$ cat src/rtl/alu_rtl_if.sv
// alu_rtl_if: operand/command/result bundle for alu_rtl
// Parameters: N1 operand width, N2 command width, N3 result width.
// master drives OPA, OPB, CIN, CE, MODE, IN_VALID, CMD and receives RES, COUT, OFLOW, G, E, L, ERR.
// slave is the ALU side with the opposite directions.
interface alu_rtl_if #(parameter int N1 = 8, parameter int N2 = 4, parameter int N3 = 9);
    logic [N1-1:0] OPA, OPB;
    logic          CIN, CE, MODE;
    logic [1:0]    IN_VALID;
    logic [N2-1:0] CMD;
    logic [N3-1:0] RES;
    logic          COUT, OFLOW, G, E, L, ERR;
    modport master (output OPA, OPB, CIN, CE, MODE, IN_VALID, CMD,
                    input RES, COUT, OFLOW, G, E, L, ERR);
    modport slave (input OPA, OPB, CIN, CE, MODE, IN_VALID, CMD,
                   output RES, COUT, OFLOW, G, E, L, ERR);
endinterface

$ cat src/rtl/alu_rtl.sv
// alu_rtl: registered parameterised integer ALU with arithmetic/logical command sets
// Ports: CLK clock; RST synchronous active-high reset (priority over CE);
//   bus (alu_rtl_if.slave): OPA/OPB operands, CIN carry/borrow in, CE clock enable,
//   MODE 1=arith 0=logic, IN_VALID operand valids, CMD command,
//   RES result, COUT carry, OFLOW borrow/signed overflow, G/E/L compare, ERR error.
// Define MUL_EN to enable the 2-cycle MUL_INC/MUL_SHIFT commands (otherwise they flag ERR).
module alu_rtl #(parameter int N1 = 8, parameter int N2 = 4, parameter int N3 = 9) (
    input logic   CLK,
    input logic   RST,
    alu_rtl_if.slave bus
);
    localparam int SW = $clog2(N1);
    logic [31:0]   c;
    logic          mode;
    logic [1:0]    vin;
    logic [N3-1:0] a_z, b_z, a_s, b_s, r;
    logic [N1-1:0] lr, rol, ror;
    logic [SW-1:0] amt;
    logic          rot_bad, need_a, need_b, ok, mul_cmd, bad_cmd;
    logic          co, of, g, e, l, er;
    logic [N3+5:0] nxt;
`ifdef MUL_EN
    logic [N3-1:0] mul_p, mul_q;
    logic          busy;
`endif
    always_comb begin
        c = 32'(bus.CMD);
        mode = bus.MODE;
        vin = bus.IN_VALID;
        a_z = N3'(bus.OPA);
        b_z = N3'(bus.OPB);
        a_s = {{(N3-N1){bus.OPA[N1-1]}}, bus.OPA};
        b_s = {{(N3-N1){bus.OPB[N1-1]}}, bus.OPB};
        amt = bus.OPB[SW-1:0];
        // Amount bits above the field are illegal but the rotate still uses the low bits.
        rot_bad = |(bus.OPB >> SW);
        rol = (bus.OPA << amt) | (bus.OPA >> (N1 - int'(amt)));
        ror = (bus.OPA >> amt) | (bus.OPA << (N1 - int'(amt)));
        need_a = mode ? (c == 4 || c == 5) : (c == 6 || c == 8 || c == 9);
        need_b = mode ? (c == 6 || c == 7) : (c == 7 || c == 10 || c == 11);
        ok = need_a ? vin[0] : need_b ? vin[1] : vin == 2'b11;
        mul_cmd = mode && (c == 9 || c == 10);
`ifdef MUL_EN
        bad_cmd = mode ? c > 12 : c > 13;
        mul_p = (c == 9) ? (a_z + N3'(1)) * (b_z + N3'(1)) : (a_z << 1) * b_z;
`else
        bad_cmd = mode ? (c > 12 || mul_cmd) : c > 13;
`endif
        r = '0;
        lr = '0;
        co = 1'b0;
        of = 1'b0;
        g = 1'b0;
        e = 1'b0;
        l = 1'b0;
        er = 1'b0;
        if (bad_cmd || !ok) begin
            er = 1'b1;
        end else if (mode) begin
            case (c)
                0: begin r = a_z + b_z; co = r[N1]; end
                1: begin r = a_z - b_z; of = a_z < b_z; end
                2: begin r = a_z + b_z + N3'(bus.CIN); co = r[N1]; end
                3: begin r = a_z - b_z - N3'(bus.CIN); of = a_z < b_z + N3'(bus.CIN); end
                4: begin r = a_z + N3'(1); co = r[N1]; end
                5: begin r = a_z - N3'(1); of = a_z == '0; end
                6: begin r = b_z + N3'(1); co = r[N1]; end
                7: begin r = b_z - N3'(1); of = b_z == '0; end
                8: begin g = a_z > b_z; e = a_z == b_z; l = a_z < b_z; end
                // Exact result fits in N1+1 bits, so overflow at N1 bits is a sign mismatch there.
                11: begin r = a_s + b_s; of = r[N1] ^ r[N1-1]; end
                12: begin r = a_s - b_s; of = r[N1] ^ r[N1-1]; end
                default: r = '0;
            endcase
        end else begin
            case (c)
                0: lr = bus.OPA & bus.OPB;
                1: lr = ~(bus.OPA & bus.OPB);
                2: lr = bus.OPA | bus.OPB;
                3: lr = ~(bus.OPA | bus.OPB);
                4: lr = bus.OPA ^ bus.OPB;
                5: lr = ~(bus.OPA ^ bus.OPB);
                6: lr = ~bus.OPA;
                7: lr = ~bus.OPB;
                8: lr = bus.OPA >> 1;
                9: lr = bus.OPA << 1;
                10: lr = bus.OPB >> 1;
                11: lr = bus.OPB << 1;
                12: begin lr = rol; er = rot_bad; end
                13: begin lr = ror; er = rot_bad; end
                default: lr = '0;
            endcase
            r = N3'(lr);
        end
        nxt = {r, co, of, g, e, l, er};
    end
    always_ff @(posedge CLK) begin
        if (RST) begin
            {bus.RES, bus.COUT, bus.OFLOW, bus.G, bus.E, bus.L, bus.ERR} <= '0;
`ifdef MUL_EN
            busy <= 1'b0;
            mul_q <= '0;
`endif
        end else if (bus.CE) begin
`ifdef MUL_EN
            // Second cycle of a multiply: deliver the product and ignore whatever is on the inputs.
            if (busy) begin
                {bus.RES, bus.COUT, bus.OFLOW, bus.G, bus.E, bus.L, bus.ERR} <= {mul_q, 6'b0};
                busy <= 1'b0;
            end else if (mul_cmd && !bad_cmd && ok) begin
                mul_q <= mul_p;
                busy <= 1'b1;
            end else begin
                {bus.RES, bus.COUT, bus.OFLOW, bus.G, bus.E, bus.L, bus.ERR} <= nxt;
            end
`else
            {bus.RES, bus.COUT, bus.OFLOW, bus.G, bus.E, bus.L, bus.ERR} <= nxt;
`endif
        end
    end
endmodule

$ cat src/flat_wrapper.sv
// flat-port wrapper written by rule: the top's interface ports become plain ports
module alu_rtl_flat 
#(parameter int N1 = 8, parameter int N2 = 4, parameter int N3 = 9)
  (CLK, RST, bus_OPA, bus_OPB, bus_CIN, bus_CE, bus_MODE, bus_IN_VALID, bus_CMD, bus_RES, bus_COUT, bus_OFLOW, bus_G, bus_E, bus_L, bus_ERR);
  alu_rtl_if #(.N1(N1), .N2(N2), .N3(N3)) bus_i ();
  input logic CLK;
  input logic RST;
  input wire logic [$bits(bus_i.OPA)-1:0] bus_OPA;
  input wire logic [$bits(bus_i.OPB)-1:0] bus_OPB;
  input wire logic [$bits(bus_i.CIN)-1:0] bus_CIN;
  input wire logic [$bits(bus_i.CE)-1:0] bus_CE;
  input wire logic [$bits(bus_i.MODE)-1:0] bus_MODE;
  input wire logic [$bits(bus_i.IN_VALID)-1:0] bus_IN_VALID;
  input wire logic [$bits(bus_i.CMD)-1:0] bus_CMD;
  output wire logic [$bits(bus_i.RES)-1:0] bus_RES;
  output wire logic [$bits(bus_i.COUT)-1:0] bus_COUT;
  output wire logic [$bits(bus_i.OFLOW)-1:0] bus_OFLOW;
  output wire logic [$bits(bus_i.G)-1:0] bus_G;
  output wire logic [$bits(bus_i.E)-1:0] bus_E;
  output wire logic [$bits(bus_i.L)-1:0] bus_L;
  output wire logic [$bits(bus_i.ERR)-1:0] bus_ERR;
  assign bus_i.OPA = bus_OPA;
  assign bus_i.OPB = bus_OPB;
  assign bus_i.CIN = bus_CIN;
  assign bus_i.CE = bus_CE;
  assign bus_i.MODE = bus_MODE;
  assign bus_i.IN_VALID = bus_IN_VALID;
  assign bus_i.CMD = bus_CMD;
  assign bus_RES = bus_i.RES;
  assign bus_COUT = bus_i.COUT;
  assign bus_OFLOW = bus_i.OFLOW;
  assign bus_G = bus_i.G;
  assign bus_E = bus_i.E;
  assign bus_L = bus_i.L;
  assign bus_ERR = bus_i.ERR;
  alu_rtl #(.N1(N1), .N2(N2), .N3(N3)) u_core (.CLK(CLK), .RST(RST), .bus(bus_i));
endmodule
$ cat config.mk
export PLATFORM = sky130hd
export DESIGN_NAME = alu_rtl_flat
export DESIGN_NICKNAME = d
export VERILOG_FILES = /design/src/rtl/alu_rtl_if.sv /design/src/rtl/alu_rtl.sv /design/src/flat_wrapper.sv
export SDC_FILE = /design/constraint.sdc
export NUM_CORES = 1
export LEC_CHECK = 0
export CAP_MARGIN = 0
export CORE_AREA = 4 4 99 101
export CTS_CLUSTER_SIZE = 30
export DETAILED_ROUTE_END_ITERATION = 10
export DIE_AREA = 0 0 103 105
export HOLD_SLACK_MARGIN = 0.15
export PLACE_DENSITY_LB_ADDON = 0.08
export SLEW_MARGIN = 40
export SYNTH_ARGS = -nofsm -noshare
export SYNTH_HDL_FRONTEND = slang
export SYNTH_SLANG_ARGS = --single-unit
export TNS_END_PERCENT = 20
$ cat constraint.sdc
create_clock -name CLK -period 4.1 [get_ports CLK]
set_input_delay 0.82 -clock CLK [delete_from_list [all_inputs] [get_ports CLK]]
set_output_delay 0.82 -clock CLK [all_outputs]
set_load 0.02 [all_outputs]
== Yosys cells after proc, flatten, opt, wreduce, memory -nomap -nowiden ==
Index checks and enable logic that the tools add are counted.
Widths: inputs -> output; s select.
Cells by class
  $add $sub $neg: 12
  order comparisons: 5
  equality and inequality tests: 15
  shifts and indexed selects: 4
  mux-type cells: 27
  bitwise logic cells: 12
  reductions and logical operators: 16
Operators with widths (number)
  $pmux 8 s14: 1
  $pmux 9 s10: 1
  $not 8->8: 5
  $shl 8x32->8: 1
  $shr 8x32->8: 1
  $eq 4x4->1 const B: 6
  $or 8x8->8: 3
  $mux 1: 21
  $add 8x1->9 const B: 2
  $add 8x8->9: 2
  $mux 9: 2
  $sub 8x1->9 const B: 2
  $sub 8x8->9: 2
  $eq 4x3->1 const B: 4
  $logic_not 8->1: 2
  $add 8x1->9: 1
  $add 9x1->9: 1
  $logic_or 1x1->1: 9
  $lt 8x9->1: 1
  $sub 9x1->9: 1
  $and 8x8->8: 1
  $eq 4x2->1 const B: 2
  $eq 8x8->1: 1
  $gt 4x4->1 const B: 2
  other kinds (16): 17
Storage, ports and cells
  flip-flop bits (word level): 15
  input port bits: 27
  output and inout bits: 15
  word-level logic and storage cells: 98

== Depth between registers and ports, before layout ==
Gate-level depths: netlist of the first run.
  word-level depth: 9
  depth in mapped cells: 14
  depth with buffers taken out: 12

== Least setup slack after synthesis of the first run ==
OpenSTA, ideal clock, no wires.
  path kind: input -> register
  from: input port bus_OPA[0]
  to: register u_core.bus.RES[7]
  library setup time: 123 ps
  arrival: 3281 ps
  data required time: 3977 ps
  setup slack: 696 ps
  cell stages on the path: 11
  path buffers: 1
  cell sequence: clkbuf_1 inv_1 ha_1 fa_1 or2_1 a211o_1 a211oi_2 nor4b_2 xor2_1 a311oi_1 o22ai_1
On the way
  cells in the longest elaborated chain, start to end: 5
  elaborated cells between the ends (all ways): 18
  classes of those cells: 8 x add/sub; 4 x shift; 4 x mux; 2 x bitwise
RTL lines
  start: declaration: RTL line flat_wrapper.sv:8  | input wire logic [$bits(bus_i.OPA)-1:0] bus_OPA;
  $sub 8x8->9, or another cell as far along: RTL line alu_rtl.sv:62, alu_rtl.sv:64
  $sub 9x1->9, or another cell as far along: RTL line alu_rtl.sv:64  | 3: begin r = a_z - b_z - N3'(bus.CIN); of = a_z < b_z + N3'(bus.CIN); end
  $pmux 9 s10 / $pmux 8 s14 (equally long branches): RTL line alu_rtl.sv:60, alu_rtl.sv:76
  $mux 9 (*): RTL line alu_rtl.sv:59  | end else if (mode) begin
  $mux 9 (*): RTL line alu_rtl.sv:57  | if (bad_cmd || !ok) begin
  end signal: assignment: RTL line alu_rtl.sv:117  | {bus.RES, bus.COUT, bus.OFLOW, bus.G, bus.E, bus.L, bus.ERR} <= nxt;
  end: declaration: RTL line alu_rtl_if.sv:15  | output RES, COUT, OFLOW, G, E, L, ERR);
Every way passes the cells marked *; elsewhere a longest branch is shown, timed or not.
A chain may end at the register's enable or synchronous reset.

== Worst setup path in the final report of the first run ==
  from: input port bus_OPB[0]
  to: register u_core.bus.RES[8]
On the way
  cells in the longest elaborated chain, start to end: 5
  elaborated cells between the ends (all ways): 11
  classes of those cells: 8 x add/sub; 3 x mux
RTL lines
  start: declaration: RTL line flat_wrapper.sv:9  | input wire logic [$bits(bus_i.OPB)-1:0] bus_OPB;
  $sub 8x8->9 / $add 8x8->9 (equally long branches)
  $sub 9x1->9 / $add 9x1->9 (equally long branches): RTL line alu_rtl.sv:64, alu_rtl.sv:63
  $pmux 9 s10 (*): RTL line alu_rtl.sv:60  | case (c)
  $mux 9 (*): RTL line alu_rtl.sv:59
  $mux 9 (*): RTL line alu_rtl.sv:57
Marked as above.

==> impl_results.md, run 1 <==
* Status: complete, no violations
* Clock-pin slew on the worst setup and hold paths at 60 ps
* Tmin final at 3760 ps
* Mapped Cells at 746
* Maximum achievable frequency at 266 MHz
* Setup bufs post-CTS at 0
* Power Density at 172 nW/um^2
* Core Footprint at 9020 sq um
* Share of Yosys cell area claimed by the top area cell type at 10.4%
* Floorplan die height at 105 um
* Count of final max-slew check failures at 0
* # DRC at 0
* Logic gate share of total power at 73.5%
* Synth Register Bits at 15
* Sort of element at the start of the critical path: input port
* Number of global-route vias before repair at 5876
* Register area share after synthesis at 5.68%
* RePlAce Congestion at 1.05
* Critical Path End Type: register
* Hold EP: u_core.bus.G
* Switching power summed over all nets at 517 uW
* Cts-stage hold buffer count at 0
* Bufs on Longest Clock Path at 2
* Cell internal pwr at 517 uW
* Number of port buffers at 41
* Number of nets produced by synthesis at 819
* Synth area leader: sky130_fd_sc_hd__ha_1
* Global routing usage on met1 at 53.2%
* Type of the worst setup path: in2reg
* Via density per instance at 7.24
* Number of H-tree branching levels at 1
* Clock insertion delay at the later pin of the skew report at 250 ps
* Max transition margin at 48.7%
* Crit Reg-Reg Endpoint: u_core.bus.RES[8]
* Final wirelength at 21.0 mm
* Top post-synthesis cells by area: sky130_fd_sc_hd__ha_1, sky130_fd_sc_hd__xnor2_1, sky130_fd_sc_hd__dfxtp_1
* Mean post-synth cell area at 7.09 sq um
* CP Max Fanout at 8
* Worst hold slack across all endpoints at 464 ps
* Clock share of power at 11.7%
* Number of cells on the worst reg-to-reg path at 3
* Transition time of the tightest slew-check pin at 766 ps
* Peak ir drop on the vdd network at 0.0984 mV
* Num CTS Buffers at 3
* Count of final setup violators at 0
* Number of gates resized after cts at 0
* Area growth from synthesis to layout at 13.4%
* Hold Vio Cnt, Final at 0
* TritonCTS clock tree: done
* Flip-flop cell with the highest count after synthesis: sky130_fd_sc_hd__dfxtp_1
* Die Outline Area at 10800 sq um
* Vias at 6467
* EDFF count, synth at 0
* Sequential group share of total power at 14.8%
* Worst Clk Skew at 0 ps
* Grt met2 use at 56.5%
* Cell variety after synth at 88
* Maximum number of pins on one net before global-route repair at 46
* RSZ-0062 raised after global routing: false
* Met3 capacity usage during global routing at 8.48%
* Min-Delay Path Class: reg2reg
* Share of layout cells above drive strength 1 at 11.6%
* Layer carrying the most global-route usage: met2
* CP arrival at 3900 ps
* Effective utilization at floorplan at 58.6%
* Width of the die at 103 um
* Layout net count at 856
* Fin crit share at 91.6%
* Cell area after synthesis at 5290 sq um
* Sink count of the clock tree at 15
* Diodes inserted at 0
* Global-route wire length before repair at 32.7 mm
* Syn. warnings at 0
* Setup_tns at 0 ps
* Start point of the worst min-delay path: u_core.bus.G
* Grt total ovfl at 0
* Switching part of the total at 50.0%
* Floorplan row count at 35
* Slack of the worst reg-to-reg path at 2940 ps
* Post-detail-place hpwl at 16.2 mm
* Antenna violations before repair at 1
* Drt pass-1 iters at 6
* Share of flip-flops with an asynchronous set or reset at 0%
* Overall fraction of global-route tracks in use at 38.6%
* Instance count along the most critical hold path at 2
* Number of antenna-violating nets in the routed design at 0
* Routed wire per std cell at 23.6 um
* Leakage power figure at 2.31 nW
* Worst reg2reg path startpoint: u_core.bus.RES[8]
* I/O pin total at 42
* Required time at the endpoint of the critical path at 4240 ps
* Clock Tree Root: sky130_fd_sc_hd__clkbuf_8
* Initial DRC Count at 964
* Number of maximum-capacitance violations at 0
* Fill cell instance count of the final layout at 805
==> Yosys cell counts, types with 15 or more instances <==
cell type,instances
sky130_fd_sc_hd__o21ai_0,37
sky130_fd_sc_hd__ha_1,44
sky130_fd_sc_hd__xnor2_1,38
sky130_fd_sc_hd__nor2_1,71
sky130_fd_sc_hd__clkbuf_1,22
sky130_fd_sc_hd__nand2b_1,15
sky130_fd_sc_hd__a21oi_1,48
sky130_fd_sc_hd__mux2i_1,28
sky130_fd_sc_hd__dfxtp_1,15
sky130_fd_sc_hd__nand3_1,29
sky130_fd_sc_hd__buf_2,28
sky130_fd_sc_hd__nor3_1,26
sky130_fd_sc_hd__inv_1,28
sky130_fd_sc_hd__nand2_1,59
==> per-layer routing <==
layer | vias to the layer above | wire length, um
met2 | 531 | 8810
met1 | 2950 | 8030
met5 | - | 0
li1 | 2865 | -
met3 | 121 | 2800
met4 | 0 | 1410
==> power by group through the flow <==
| stage | registers, mW | logic [mW] | clock network (mW) |
|---|---|---|---|
| after floorplan | 0.161 | 0.493 | 0 |
| after global placement | 0.156 | 0.718 | 0 |
| after detailed placement | 0.156 | 0.727 | 0 |
| after CTS | 0.153 | 0.731 | 0.122 |
| after global routing | 0.153 | 0.808 | 0.129 |
| final | 0.153 | 0.760 | 0.121 |
==> layout by cell type (no fill, tap or decap), types with 7 or more instances in the layout <==
master	netlist	final
sky130_fd_sc_hd__clkdlybuf4s50_1	0	40
sky130_fd_sc_hd__mux2i_1	28	28
sky130_fd_sc_hd__nand4_1	11	11
sky130_fd_sc_hd__and3_1	9	9
sky130_fd_sc_hd__nand3_1	29	29
sky130_fd_sc_hd__nor3_1	26	26
sky130_fd_sc_hd__o221ai_1	11	11
sky130_fd_sc_hd__a32o_1	7	7
sky130_fd_sc_hd__o21ai_0	37	36
sky130_fd_sc_hd__a211oi_1	8	8
sky130_fd_sc_hd__nor2b_1	10	10
sky130_fd_sc_hd__nand2b_1	15	15
sky130_fd_sc_hd__o22ai_1	10	10
sky130_fd_sc_hd__nor4_1	7	7
sky130_fd_sc_hd__inv_1	28	28
sky130_fd_sc_hd__xnor2_1	38	38
sky130_fd_sc_hd__ha_1	44	44
sky130_fd_sc_hd__buf_4	2	47
sky130_fd_sc_hd__dfxtp_1	15	15
sky130_fd_sc_hd__nor2_1	71	71
sky130_fd_sc_hd__a31oi_1	11	11
sky130_fd_sc_hd__mux4_2	9	9
sky130_fd_sc_hd__a21oi_1	48	48
sky130_fd_sc_hd__nand2_1	59	59
sky130_fd_sc_hd__a21o_1	12	12
sky130_fd_sc_hd__xor2_1	7	7
sky130_fd_sc_hd__o211ai_1	9	9
sky130_fd_sc_hd__a22oi_1	8	8
==> per-stage QoR <==
step           total power [mW]  util (%)  cells  instance area (sq um)  setup WS (ps)
4_1_cts                    1.01      66.4    893                   5990            383
2_1_floorplan             0.654         -    746                   5290            696
3_3_place_gp              0.874      65.9    889                   5940            204
3_5_place_dp              0.883      65.9    889                   5940            118
5_1_grt                    1.09      66.5    893                   6000            123
6_report                   1.03      66.5    893                   6000            343
==> worst max-delay path by stage <==
stage | startpoint | endpoint | slack (ps)
after floorplan | bus_OPA[0] | u_core.bus.RES[7] | 700
after global placement | bus_OPB[0] | u_core.bus.RES[7] | 200
after detailed placement | bus_OPB[0] | u_core.bus.RES[7] | 120
after CTS | bus_OPB[0] | u_core.bus.RES[7] | 380
after global routing | bus_OPB[0] | u_core.bus.OFLOW | 120
final | bus_OPB[0] | u_core.bus.RES[8] | 340
==> kinds of logic (layout without fill, tap and decap cells) <==
group	after synthesis	in the layout	synth area share [%]
xor gates and xnor gates	47	47	8.07
muxes	37	37	9.13
DFF	15	15	5.68
adders and majority gates	46	46	11.2
buffers and inverters	90	126	7.62
and+or+nand+nor	282	282	27.4
AOI/OAI and AO/OA	229	229	30.9
==> registers in the layout, indices dropped and copies added (netlist names) <==
signal and cells:
u_core.bus.COUT 1, u_core.bus.ERR 1, u_core.bus.E 1, u_core.bus.L 1, u_core.bus.RES 9, u_core.bus.G 1, u_core.bus.OFLOW 1
==> area by class of cell <==
cell class / instances / area (sq um) / share of cell area, %
multi-input cells: 641 / 4590 / 76.6
well taps: 111 / 139 / 2.32
clock buffers: 3 / 41.3 / 0.689
clock inverters: 1 / 5.00 / 0.0835
inverters: 32 / 120 / 2.00
repair buffers: 90 / 798 / 13.3
flip-flops and latches: 15 / 300 / 5.01
==> critical path, stage by stage <==
cell and delay [ps]:
sky130_fd_sc_hd__clkdlybuf4s50_1 570, sky130_fd_sc_hd__ha_1 330, sky130_fd_sc_hd__fa_1 480, sky130_fd_sc_hd__a211oi_2 270, sky130_fd_sc_hd__nor2_1 110, sky130_fd_sc_hd__xnor2_2 300
sky130_fd_sc_hd__nand3_1 180, sky130_fd_sc_hd__nor4_1 370, sky130_fd_sc_hd__o31ai_2 140, sky130_fd_sc_hd__o31a_1 320
No activity file was read; power rests on OpenSTA's default activity.
==> run 2: changes to the inputs <==
- CAP_MARGIN: 0 -> 40
==> results of run 2 <==
Final layout, timing and power as in run 1 (identical DEF).
